===== config.mk =====
export PLATFORM = sky130hd
export DESIGN_NAME = alu_decode_stage_flat
export DESIGN_NICKNAME = d
export VERILOG_FILES = /design/src/rtl/alu_pkg.sv /design/src/rtl/alu_decode_stage_if.sv /design/src/rtl/rv32i_decoder.sv /design/src/rtl/alu_decode_stage.sv /design/src/flat_wrapper.sv
export SDC_FILE = /design/constraint.sdc
export NUM_CORES = 1
export LEC_CHECK = 0
export ABC_CLOCK_PERIOD_IN_PS = 3000
export CAP_MARGIN = 40
export CORE_UTILIZATION = 58
export CTS_BUF_LIST = sky130_fd_sc_hd__clkbuf_2 sky130_fd_sc_hd__clkbuf_4 sky130_fd_sc_hd__clkbuf_8
export DETAILED_ROUTE_END_ITERATION = 10
export PLACE_DENSITY_LB_ADDON = 0.3
export SYNTH_ARGS = -nofsm -noshare
export SYNTH_HDL_FRONTEND = slang
export SYNTH_SLANG_ARGS = --single-unit

===== constraint.sdc =====
create_clock -name clk -period 3 [get_ports clk]
set_input_delay 0.3 -clock clk [delete_from_list [all_inputs] [get_ports clk]]
set_output_delay 0.3 -clock clk [all_outputs]
set_load 0.05 [all_outputs]

===== src/rtl/alu_pkg.sv =====
// Shared decode definitions for the RV32I decode stage and the ALU.
// Contents:
//   alu_op_t     - ALU opcode encoding shared with the alu block
//   OPC_*        - RV32I major opcodes recognised by the decoder
//   A_SEL_*      - operand A select encodings
//   decode_t     - every decode field presented on the out_* side
//   funct3AluOp  - default ALU op for an OP/OP-IMM funct3
package alu_pkg;

    typedef enum logic [3:0] {
        ALU_ADD  = 4'd0,
        ALU_SUB  = 4'd1,
        ALU_AND  = 4'd2,
        ALU_OR   = 4'd3,
        ALU_XOR  = 4'd4,
        ALU_SLL  = 4'd5,
        ALU_SRL  = 4'd6,
        ALU_SRA  = 4'd7,
        ALU_SLT  = 4'd8,
        ALU_SLTU = 4'd9,
        ALU_EQ   = 4'd10
    } alu_op_t;

    localparam logic [6:0] OPC_OP     = 7'b0110011;
    localparam logic [6:0] OPC_OPIMM  = 7'b0010011;
    localparam logic [6:0] OPC_LUI    = 7'b0110111;
    localparam logic [6:0] OPC_AUIPC  = 7'b0010111;
    localparam logic [6:0] OPC_LOAD   = 7'b0000011;
    localparam logic [6:0] OPC_STORE  = 7'b0100011;
    localparam logic [6:0] OPC_BRANCH = 7'b1100011;
    localparam logic [6:0] OPC_JAL    = 7'b1101111;
    localparam logic [6:0] OPC_JALR   = 7'b1100111;

    localparam logic [1:0] A_SEL_RS1  = 2'd0;
    localparam logic [1:0] A_SEL_PC   = 2'd1;
    localparam logic [1:0] A_SEL_ZERO = 2'd2;

    typedef struct packed {
        alu_op_t     alu_op;
        logic [1:0]  a_sel;
        logic        b_imm;
        logic [31:0] imm;
        logic [4:0]  rs1;
        logic [4:0]  rs2;
        logic [4:0]  rd;
        logic        reg_we;
        logic        mem_rd;
        logic        mem_wr;
        logic        branch;
        logic        jump;
        logic        br_inv;
        logic        illegal;
    } decode_t;

    // funct3 to ALU op for register and immediate arithmetic; the
    // SUB/SRA variants are picked by the caller from funct7.
    function automatic alu_op_t funct3AluOp(input logic [2:0] funct3);
        case (funct3)
            3'd0:    return ALU_ADD;
            3'd1:    return ALU_SLL;
            3'd2:    return ALU_SLT;
            3'd3:    return ALU_SLTU;
            3'd4:    return ALU_XOR;
            3'd5:    return ALU_SRL;
            3'd6:    return ALU_OR;
            default: return ALU_AND;
        endcase
    endfunction

endpackage


===== src/rtl/alu_decode_stage_if.sv =====
// Handshake bundle around the decode stage.
//   in_*  : fetch side, instruction word + pc with valid/ready
//   out_* : execute side, registered decode fields with valid/ready
// Modports:
//   slave  - the decode stage itself
//   master - the environment feeding instructions and consuming results
interface alu_decode_stage_if;

    logic                  in_valid;
    logic                  in_ready;
    logic [31:0]           in_instr;
    logic [31:0]           in_pc;

    logic                  out_valid;
    logic                  out_ready;
    logic [31:0]           out_pc;
    alu_pkg::alu_op_t      out_alu_op;
    logic [1:0]            out_a_sel;
    logic                  out_b_imm;
    logic [31:0]           out_imm;
    logic [4:0]            out_rs1;
    logic [4:0]            out_rs2;
    logic [4:0]            out_rd;
    logic                  out_reg_we;
    logic                  out_mem_rd;
    logic                  out_mem_wr;
    logic                  out_branch;
    logic                  out_jump;
    logic                  out_br_inv;
    logic                  out_illegal;

    modport slave (
        input  in_valid, in_instr, in_pc, out_ready,
        output in_ready, out_valid, out_pc, out_alu_op, out_a_sel, out_b_imm,
               out_imm, out_rs1, out_rs2, out_rd, out_reg_we, out_mem_rd,
               out_mem_wr, out_branch, out_jump, out_br_inv, out_illegal
    );

    modport master (
        output in_valid, in_instr, in_pc, out_ready,
        input  in_ready, out_valid, out_pc, out_alu_op, out_a_sel, out_b_imm,
               out_imm, out_rs1, out_rs2, out_rd, out_reg_we, out_mem_rd,
               out_mem_wr, out_branch, out_jump, out_br_inv, out_illegal
    );

endinterface


===== src/rtl/rv32i_decoder.sv =====
// Purely combinational RV32I decoder.
// Ports:
//   instr_i - 32-bit instruction word
//   dec_o   - decoded ALU/operand/control fields including the immediate
module rv32i_decoder
    import alu_pkg::*;
(
    input  logic [31:0] instr_i,
    output decode_t     dec_o
);

    logic [6:0]  opcode;
    logic [2:0]  funct3;
    logic [6:0]  funct7;
    logic [31:0] immI, immS, immB, immU, immJ;
    decode_t     raw;
    logic        bad;

    assign opcode = instr_i[6:0];
    assign funct3 = instr_i[14:12];
    assign funct7 = instr_i[31:25];

    assign immI = {{20{instr_i[31]}}, instr_i[31:20]};
    assign immS = {{20{instr_i[31]}}, instr_i[31:25], instr_i[11:7]};
    assign immB = {{19{instr_i[31]}}, instr_i[31], instr_i[7], instr_i[30:25], instr_i[11:8], 1'b0};
    assign immU = {instr_i[31:12], 12'b0};
    assign immJ = {{11{instr_i[31]}}, instr_i[31], instr_i[19:12], instr_i[20], instr_i[30:21], 1'b0};

    // Per-opcode field selection; anything not recognised raises bad.
    always_comb begin
        raw        = '0;
        raw.alu_op = ALU_ADD;
        raw.a_sel  = A_SEL_RS1;
        raw.rs1    = instr_i[19:15];
        raw.rs2    = instr_i[24:20];
        raw.rd     = instr_i[11:7];
        bad        = 1'b0;
        case (opcode)
            OPC_OP: begin
                raw.reg_we = 1'b1;
                raw.alu_op = funct3AluOp(funct3);
                // The alternate funct7 only exists for SUB and SRA.
                if (funct7 == 7'b0100000 && funct3 == 3'd0)
                    raw.alu_op = ALU_SUB;
                else if (funct7 == 7'b0100000 && funct3 == 3'd5)
                    raw.alu_op = ALU_SRA;
                else if (funct7 != 7'b0)
                    bad = 1'b1;
            end
            OPC_OPIMM: begin
                raw.reg_we = 1'b1;
                raw.b_imm  = 1'b1;
                raw.imm    = immI;
                raw.alu_op = funct3AluOp(funct3);
                // Only the shift-immediates reserve the upper bits as funct7.
                if (funct3 == 3'd1 && funct7 != 7'b0)
                    bad = 1'b1;
                if (funct3 == 3'd5) begin
                    if (funct7 == 7'b0100000)
                        raw.alu_op = ALU_SRA;
                    else if (funct7 != 7'b0)
                        bad = 1'b1;
                end
            end
            OPC_LUI: begin
                raw.reg_we = 1'b1;
                raw.b_imm  = 1'b1;
                raw.a_sel  = A_SEL_ZERO;
                raw.imm    = immU;
            end
            OPC_AUIPC: begin
                raw.reg_we = 1'b1;
                raw.b_imm  = 1'b1;
                raw.a_sel  = A_SEL_PC;
                raw.imm    = immU;
            end
            OPC_LOAD: begin
                raw.reg_we = 1'b1;
                raw.mem_rd = 1'b1;
                raw.b_imm  = 1'b1;
                raw.imm    = immI;
                bad        = (funct3 == 3'd3) || (funct3[2:1] == 2'b11);
            end
            OPC_STORE: begin
                raw.mem_wr = 1'b1;
                raw.b_imm  = 1'b1;
                raw.imm    = immS;
                bad        = (funct3 > 3'd2);
            end
            OPC_BRANCH: begin
                raw.branch = 1'b1;
                raw.imm    = immB;
                // funct3[0] is the "negate the comparison" bit.
                raw.br_inv = funct3[0];
                case (funct3[2:1])
                    2'b00:   raw.alu_op = ALU_EQ;
                    2'b10:   raw.alu_op = ALU_SLT;
                    2'b11:   raw.alu_op = ALU_SLTU;
                    default: bad = 1'b1;
                endcase
            end
            OPC_JAL: begin
                raw.jump   = 1'b1;
                raw.reg_we = 1'b1;
                raw.b_imm  = 1'b1;
                raw.a_sel  = A_SEL_PC;
                raw.imm    = immJ;
            end
            OPC_JALR: begin
                raw.jump   = 1'b1;
                raw.reg_we = 1'b1;
                raw.b_imm  = 1'b1;
                raw.imm    = immI;
                bad        = (funct3 != 3'd0);
            end
            default: bad = 1'b1;
        endcase
    end

    // Illegal words keep only the raw register indices; rd is squashed
    // whenever nothing gets written back.
    always_comb begin
        dec_o = raw;
        if (bad) begin
            dec_o         = '0;
            dec_o.rs1     = raw.rs1;
            dec_o.rs2     = raw.rs2;
            dec_o.illegal = 1'b1;
        end
        if (!dec_o.reg_we)
            dec_o.rd = '0;
    end

endmodule


===== src/rtl/alu_decode_stage.sv =====
// RV32I decode pipeline stage with a two-entry skid buffer.
// Ports:
//   clk   - rising-edge clock
//   rst   - synchronous active-high reset
//   flush - drop every held and incoming instruction
//   bus   - slave side of alu_decode_stage_if (instruction in, decode out)
module alu_decode_stage
    import alu_pkg::*;
(
    input  logic               clk,
    input  logic               rst,
    input  logic               flush,
    alu_decode_stage_if.slave  bus
);

    typedef struct packed {
        logic [31:0] pc;
        decode_t     dec;
    } entry_t;

    decode_t decoded;
    entry_t  incoming;
    entry_t  main_q, main_d, skid_q, skid_d;
    logic    mainValid_q, mainValid_d;
    logic    skidValid_q, skidValid_d;
    logic    inReady_q, inReady_d;
    logic    inFire, outFire;

    rv32i_decoder u_decoder (
        .instr_i (bus.in_instr),
        .dec_o   (decoded)
    );

    assign incoming = {bus.in_pc, decoded};
    assign inFire   = bus.in_valid & inReady_q;
    assign outFire  = mainValid_q & bus.out_ready;

    // Main always feeds the outputs. When main frees up, the oldest held
    // entry (skid) refills it before any new word; a new word only lands
    // in skid when main is occupied and not draining.
    always_comb begin
        main_d      = main_q;
        skid_d      = skid_q;
        mainValid_d = mainValid_q;
        skidValid_d = skidValid_q;
        if (flush) begin
            mainValid_d = 1'b0;
            skidValid_d = 1'b0;
        end else if (!mainValid_q || outFire) begin
            if (skidValid_q) begin
                main_d      = skid_q;
                mainValid_d = 1'b1;
                skidValid_d = inFire;
                if (inFire)
                    skid_d = incoming;
            end else begin
                mainValid_d = inFire;
                if (inFire)
                    main_d = incoming;
            end
        end else if (inFire) begin
            skid_d      = incoming;
            skidValid_d = 1'b1;
        end
        // Registered ready: accept next cycle only if skid will be free.
        inReady_d = !skidValid_d;
    end

    always_ff @(posedge clk) begin
        if (rst) begin
            main_q      <= '0;
            skid_q      <= '0;
            mainValid_q <= 1'b0;
            skidValid_q <= 1'b0;
            inReady_q   <= 1'b1;
        end else begin
            main_q      <= main_d;
            skid_q      <= skid_d;
            mainValid_q <= mainValid_d;
            skidValid_q <= skidValid_d;
            inReady_q   <= inReady_d;
        end
    end

    assign bus.in_ready    = inReady_q;
    assign bus.out_valid   = mainValid_q;
    assign bus.out_pc      = main_q.pc;
    assign bus.out_alu_op  = main_q.dec.alu_op;
    assign bus.out_a_sel   = main_q.dec.a_sel;
    assign bus.out_b_imm   = main_q.dec.b_imm;
    assign bus.out_imm     = main_q.dec.imm;
    assign bus.out_rs1     = main_q.dec.rs1;
    assign bus.out_rs2     = main_q.dec.rs2;
    assign bus.out_rd      = main_q.dec.rd;
    assign bus.out_reg_we  = main_q.dec.reg_we;
    assign bus.out_mem_rd  = main_q.dec.mem_rd;
    assign bus.out_mem_wr  = main_q.dec.mem_wr;
    assign bus.out_branch  = main_q.dec.branch;
    assign bus.out_jump    = main_q.dec.jump;
    assign bus.out_br_inv  = main_q.dec.br_inv;
    assign bus.out_illegal = main_q.dec.illegal;

endmodule


===== src/flat_wrapper.sv =====
// flat-port wrapper written by rule: the top's interface ports become plain ports
module alu_decode_stage_flat import alu_pkg::*;
  (clk, rst, flush, bus_in_valid, bus_in_instr, bus_in_pc, bus_out_ready, bus_in_ready, bus_out_valid, bus_out_pc, bus_out_alu_op, bus_out_a_sel, bus_out_b_imm, bus_out_imm, bus_out_rs1, bus_out_rs2, bus_out_rd, bus_out_reg_we, bus_out_mem_rd, bus_out_mem_wr, bus_out_branch, bus_out_jump, bus_out_br_inv, bus_out_illegal);
  alu_decode_stage_if bus_i ();
  input  logic clk;
  input  logic rst;
  input  logic flush;
  input wire logic [$bits(bus_i.in_valid)-1:0] bus_in_valid;
  input wire logic [$bits(bus_i.in_instr)-1:0] bus_in_instr;
  input wire logic [$bits(bus_i.in_pc)-1:0] bus_in_pc;
  input wire logic [$bits(bus_i.out_ready)-1:0] bus_out_ready;
  output wire logic [$bits(bus_i.in_ready)-1:0] bus_in_ready;
  output wire logic [$bits(bus_i.out_valid)-1:0] bus_out_valid;
  output wire logic [$bits(bus_i.out_pc)-1:0] bus_out_pc;
  output wire logic [$bits(bus_i.out_alu_op)-1:0] bus_out_alu_op;
  output wire logic [$bits(bus_i.out_a_sel)-1:0] bus_out_a_sel;
  output wire logic [$bits(bus_i.out_b_imm)-1:0] bus_out_b_imm;
  output wire logic [$bits(bus_i.out_imm)-1:0] bus_out_imm;
  output wire logic [$bits(bus_i.out_rs1)-1:0] bus_out_rs1;
  output wire logic [$bits(bus_i.out_rs2)-1:0] bus_out_rs2;
  output wire logic [$bits(bus_i.out_rd)-1:0] bus_out_rd;
  output wire logic [$bits(bus_i.out_reg_we)-1:0] bus_out_reg_we;
  output wire logic [$bits(bus_i.out_mem_rd)-1:0] bus_out_mem_rd;
  output wire logic [$bits(bus_i.out_mem_wr)-1:0] bus_out_mem_wr;
  output wire logic [$bits(bus_i.out_branch)-1:0] bus_out_branch;
  output wire logic [$bits(bus_i.out_jump)-1:0] bus_out_jump;
  output wire logic [$bits(bus_i.out_br_inv)-1:0] bus_out_br_inv;
  output wire logic [$bits(bus_i.out_illegal)-1:0] bus_out_illegal;
  assign bus_i.in_valid = bus_in_valid;
  assign bus_i.in_instr = bus_in_instr;
  assign bus_i.in_pc = bus_in_pc;
  assign bus_i.out_ready = bus_out_ready;
  assign bus_in_ready = bus_i.in_ready;
  assign bus_out_valid = bus_i.out_valid;
  assign bus_out_pc = bus_i.out_pc;
  assign bus_out_alu_op = bus_i.out_alu_op;
  assign bus_out_a_sel = bus_i.out_a_sel;
  assign bus_out_b_imm = bus_i.out_b_imm;
  assign bus_out_imm = bus_i.out_imm;
  assign bus_out_rs1 = bus_i.out_rs1;
  assign bus_out_rs2 = bus_i.out_rs2;
  assign bus_out_rd = bus_i.out_rd;
  assign bus_out_reg_we = bus_i.out_reg_we;
  assign bus_out_mem_rd = bus_i.out_mem_rd;
  assign bus_out_mem_wr = bus_i.out_mem_wr;
  assign bus_out_branch = bus_i.out_branch;
  assign bus_out_jump = bus_i.out_jump;
  assign bus_out_br_inv = bus_i.out_br_inv;
  assign bus_out_illegal = bus_i.out_illegal;
  alu_decode_stage u_core (.clk(clk), .rst(rst), .flush(flush), .bus(bus_i));
endmodule

==> results.toml, run 1 <==
[sta]
slew_headroom_pct = 55.5
setup-tns-final_ns = 0
setup_ws_ns = 0.790
min_period_ns = 2.21
rsz0062_at_grt = "false"
worst_hold_slack_ns = 0.339
hold_viol_final = 0
worstMarginPinSlew_ns = 0.667
fmax_mhz = 453
setup_viol_count_final = 0
finClkSkew_ns = 0.00812
slew_violations = 0
finalCritPeriodShare_pct = 73.7

[final_layout]
final_common_cell = "dfxtp_1"
most-common-layout-cells = "dfxtp_1 (188), clkdlybuf4s50_1 (162), nand2_1 (155), a21oi_1 (115), o21ai_0 (77)"
multi_input_area_um2 = 4060
fin_area_um2 = 10500
antenna_cells = 0
ff_latch_area_um2 = 3790
area_growth_pct = 27.4
fin_cells = 1302
fin_util_pct = 75.8
drive_above_1_share_pct = 8.56
fill_cells = 1029
finalNetCount = 1178

[place]
placed_cells = 1270
gp_congestion = 0.920
place_ws_ns = 0.343
port-buffer-count = 163
placed_area_um2 = 9990
detailed_place_hpwl_um = 14100

[power]
netSwitchingPower_mw = 1.53
internal_power_mw = 4.01
p_sw_share_pct = 27.6
p_leak_nw = 3.52
p_comb_share_pct = 16.3
power_frac_seq_pct = 47.7
vdd_drop_max_v = 0.000369
clkPwrFrac_pct = 35.9
pwr_density_cell_nw_per_um2 = 528
p_total_mw = 5.53

[critical_path]
r2r_start = "u_core.skidValid_q"
crit_arrival_ns = 2.60
worstPathRequired_ns = 3.39
slowest_delay_ns = 0.51
crit_slowest_cell = "and4bb_1"
crit_path_end_kind = "flip-flop"
crit_type = "primary input to flip-flop"
critPathTopFamily = "buffers and inverters"
cp_max_fo = 25
crit_buf_inv = 2
crit_path_start = "bus_in_instr[3]"
crit_path_start_kind = "primary input"
path_cells = "clkdlybuf4s50_1 > and4bb_1 > a22oi_2 > a31oi_4 > buf_4 > o211ai_1 > a21oi_1"

[die]
fp.dieH_um = 121
die_area_um2 = 14700
start_util_pct = 59.5
die_w_um = 121
row_count = 43
io_pins = 164
fp.coreArea_um2 = 13800

[logic_synthesis]
synth_edf_count = 0
ys_ff_latch = 189
syn_area_per_cell_um2 = 8.31
syn_inst = 989
yosysUniqueCellTypes = 54
synth_area_um2 = 8220
synthesis.nets = 1058
async_reset_ff_share_pct = 0
synth_ff_type = "dfxtp_1"
yosys_warnings = 0
ys_seq_area_share_pct = 46.0

[clocking]
clock_latency_ns = 0.47
postCtsSetupRepairBufs = 0
htree_levels = 4
hold_buffers = 0
cts-buffers-inserted = 17
cts_max_path_buffers = 2
cts-root-buf = "clkbuf_8"
clock-sinks = 189
cts_tree = "built"
cts_resized = 0
clkTransAtPathRegs_ns = 0.09

[min_path]
hp-class = "primary input to flip-flop"
min_from = "rst"

[global_route]
antenna_found_initial = 0
grt_overflow = 0
grt_pass1_vias = 6942
track_usage_pct = 29.7
grt_pass1_wl_um = 34800
grt_max_degree = 77

[routing]
drtIter0Drc = 734
drc = 0
drtAntennaViolNets = 0
wire_per_inst_um = 16.4
dr.pass1.iters = 5
via_count = 7694
wl_um = 21400
avgViaCountPerCell = 5.91

[outcome]
status = "complete, no violations"

[flow_run]
max_cap_viol_count = 0
==> synthesized netlist by cell type (13+ instances only) <==
cell type | n | area [um^2]
dfxtp_1 | 189 | 3780
nand2_1 | 155 | 582
a21oi_1 | 117 | 586
nor2_1 | 77 | 289
o21ai_0 | 77 | 385
clkbuf_1 | 63 | 236
a211oi_1 | 44 | 330
mux2i_1 | 43 | 430
o21ai_1 | 22 | 110
buf_2 | 15 | 75.1
o211ai_1 | 15 | 113
nand4_1 | 13 | 81.3
==> worst register-to-register path, cell delays in order, from the launching register on <==
cell	delay, ns
dfxtp_4	0.66
a21oi_1	0.19
or3_1	0.53
buf_4	0.32
a21oi_1	0.21
a21oi_1	0.09
==> cell families (layout without fill, tap and decap cells) <==
group	after synthesis	count (layout)	synth area share (%)
compound gates	350	350	26.8
simple gates	310	310	16.8
flops	189	189	46.0
buf+inv	97	230	5.11
mux	43	43	5.24
==> registers in the layout (all words and copies together) (netlist names), 2 cells and up <==
name / flops
u_core.bus.out_alu_op: 4
u_core.bus.out_pc: 32
u_core.bus.out_a_sel: 2
u_core.bus.out_rd: 5
u_core.bus.out_rs2: 5
u_core.skid_q: 93
u_core.bus.out_imm: 32
u_core.bus.out_rs1: 5
==> metal layers <==
metal / track usage (%) / wire, um
met3: 4.70 / 1350
met1: 39.7 / 9480
met2: 49.0 / 10200
met5: 0 / 0
met4: 9.34 / 377
==> final timing paths <==
kind	end	cells past startpoint	slack, ns
min reg2reg	u_core.skid_q[32]	2	0.45
max reg2reg	u_core.bus.out_imm[16]	5	0.89
max	u_core.bus.out_imm[16]	7	0.79
min	u_core.skid_q[53]	2	0.34
==> power groups by stage <==
stage / combinational [mW] / sequential, mW / clock, mW
2_1_floorplan: 0.269 / 2.98 / 0
3_3_place_gp: 0.888 / 2.70 / 0
3_5_place_dp: 0.898 / 2.70 / 0
4_1_cts: 0.902 / 2.64 / 2.00
5_1_grt: 0.957 / 2.65 / 2.11
6_report: 0.902 / 2.64 / 1.99
==> final cells by class <==
type / count / share of cell area, %
clock inverters: 14 / 2.29
well taps: 180 / 2.15
multi-input cells: 703 / 38.7
repair buffers: 191 / 18.1
inverters: 7 / 0.251
flip-flops and latches: 189 / 36.2
clock buffers: 18 / 2.31
Note: power is estimated with default switching activity, not from simulation.
==> inputs of run 2 (changes only) <==
--- a/config.mk
+++ b/config.mk
@@ -5,9 +5,9 @@
 export SDC_FILE = /design/constraint.sdc
 export NUM_CORES = 1
 export LEC_CHECK = 0
-export ABC_CLOCK_PERIOD_IN_PS = 3000
+export ABC_CLOCK_PERIOD_IN_PS = 2100
 export CAP_MARGIN = 40
-export CORE_UTILIZATION = 58
+export CORE_UTILIZATION = 53
 export CTS_BUF_LIST = sky130_fd_sc_hd__clkbuf_2 sky130_fd_sc_hd__clkbuf_4 sky130_fd_sc_hd__clkbuf_8
 export DETAILED_ROUTE_END_ITERATION = 10
 export PLACE_DENSITY_LB_ADDON = 0.3
==> constraint.sdc (replaced) <==
create_clock -name clk -period 2.1 [get_ports clk]
set_input_delay 0.21 -clock clk [delete_from_list [all_inputs] [get_ports clk]]
set_output_delay 0.21 -clock clk [all_outputs]
set_load 0.05 [all_outputs]
==> results.toml, run 2 (synthesized netlist as in run 1, its figures left out) <==
[outcome]
status = "complete, no violations"

[global_route]
grt_pass1_wl_um = 36400
grt_max_degree = 71
antenna_found_initial = 0
track_usage_pct = 28.2
grt_overflow = 0
grt_pass1_vias = 7444

[clocking]
clock_latency_ns = 0.47
postCtsSetupRepairBufs = 0
cts_resized = 0
cts-root-buf = "clkbuf_8"
cts_tree = "built"
cts_max_path_buffers = 2
clock-sinks = 189
htree_levels = 4
clkTransAtPathRegs_ns = 0.10
cts-buffers-inserted = 17
hold_buffers = 0

[critical_path]
crit_path_start_kind = "flip-flop"
rrSetupSlack_ns = 0.25
path_cells = "clkdlybuf4s50_1"
r2r_start = "u_core.bus.out_valid"
critPathTopFamily = "buffers and inverters"
worstPathRequired_ns = 1.89
crit_arrival_ns = 1.72
crit_slowest_cell = "clkdlybuf4s50_1"
r2r_cells = 7
crit_buf_inv = 1
r2r_end = "u_core.skid_q[9]"
slowest_delay_ns = 0.86
crit_path_end_kind = "output port"
crit_type = "flip-flop to output port"
cp_max_fo = 5

[final_layout]
multi_input_area_um2 = 4060
antenna_cells = 0
finalNetCount = 1232
area_growth_pct = 33.0
final_common_cell = "dfxtp_1"
ff_latch_area_um2 = 3790
most-common-layout-cells = "dfxtp_1 (188), clkdlybuf4s50_1 (162), nand2_1 (155), a21oi_1 (115), o21ai_0 (77)"
fin_area_um2 = 10900
top_register = "u_core.skid_q"
fin_util_pct = 72.2
drive_above_1_share_pct = 12.8
fill_cells = 1187
largest_register_ffs = 93

[sta]
worstMarginPinSlew_ns = 0.739
worst_hold_slack_ns = 0.0582
slew_headroom_pct = 50.7
setup_ws_ns = 0.171
finalCritPeriodShare_pct = 91.9
min_period_ns = 1.93
finClkSkew_ns = 0.0136
setup_viol_count_final = 0
fmax_mhz = 518
rsz0062_at_grt = "false"
slew_violations = 0
hold_viol_final = 0

[place]
port-buffer-count = 163
placed_area_um2 = 10500
gp_congestion = 0.942
detailed_place_hpwl_um = 15000
place_ws_ns = -0.251

[min_path]
hp-class = "primary input to flip-flop"
whs_path_depth = 2
min_from = "rst"
hold_end = "u_core.skid_q[12]"

[die]
row_count = 45
start_util_pct = 54.3
fp.dieH_um = 127
fp.coreArea_um2 = 15100
io_pins = 164
die_area_um2 = 16000
die_w_um = 127

[routing]
avgViaCountPerCell = 5.84
wl_um = 22300
via_count = 7971
drc = 0
drtIter0Drc = 640
dr.pass1.iters = 7
drtAntennaViolNets = 0
wire_per_inst_um = 16.4

[power]
p_leak_nw = 3.78
pwr_density_cell_nw_per_um2 = 682
vdd_drop_max_v = 0.000443

[flow_run]
max_cap_viol_count = 0
[run 2: cell count changes in the layout (fill, tap and decap cells not counted), sizes merged]
cell	before	now
buf	29	83
bufinv	6	0
clkbuf	18	17
clkinvlp	2	1
inv	8	16
[run 2: worst max-delay path by stage]
stage,from,cells after the start,to
2_1_floorplan,u_core.bus.in_ready,6,u_core.bus.out_branch
3_3_place_gp,bus_in_instr[1],8,u_core.bus.out_imm[0]
3_5_place_dp,bus_in_instr[13],8,u_core.bus.out_imm[0]
4_1_cts,u_core.bus.in_ready,1,bus_in_ready
5_1_grt,bus_in_instr[0],8,u_core.bus.out_imm[0]
6_report,u_core.bus.in_ready,1,bus_in_ready
[run 2: layer usage]
layer / part of all wire (%) / global-route usage [%] / up-vias
met5: 0 / 0 / -
met4: 2.4 / 10.7 / 0
met3: 6.9 / 5.74 / 41
met2: 47 / 46.8 / 336
met1: 44 / 36.3 / 3737
li1: - / - / 3857
[run 2: through the flow]
step	setup TNS [ns]	power, mW	instances
6_report	0	7.46	1364
5_1_grt	0	7.74	1364
4_1_cts	0	7.48	1364
3_5_place_dp	-13.45	5.23	1332
3_3_place_gp	-7.11	5.21	1332
2_1_floorplan	0	4.63	989
[run 2: power by group]
part           total, mW  internal (mW)  switching (mW)  leakage, nW
clock network       2.30          0.885            1.42        0.194
logic               1.38          0.530           0.849         2.05
registers           3.78           3.71          0.0710         1.54
total               7.46           5.12            2.34         3.78
[run 2: final cells by class]
| cell class | instances | area share [%] |
|---|---|---|
| Timing Repair Buffer | 245 | 22.3 |
| Multi-Input combinational cell | 703 | 37.1 |
| Sequential cell | 189 | 34.7 |
| Inverter | 7 | 0.240 |
| Tap cell | 188 | 2.15 |
| Clock inverter | 15 | 1.36 |
| Clock buffer | 17 | 2.14 |
==> inputs of run 3 (changes only) <==
--- a/config.mk
+++ b/config.mk
@@ -6,7 +6,7 @@
 export NUM_CORES = 1
 export LEC_CHECK = 0
 export ABC_CLOCK_PERIOD_IN_PS = 2100
-export CAP_MARGIN = 40
+export CAP_MARGIN = 20
 export CORE_UTILIZATION = 53
 export CTS_BUF_LIST = sky130_fd_sc_hd__clkbuf_2 sky130_fd_sc_hd__clkbuf_4 sky130_fd_sc_hd__clkbuf_8
 export DETAILED_ROUTE_END_ITERATION = 10
==> results of run 3 <==
Final layout, timing and power as in run 2 (identical DEF).
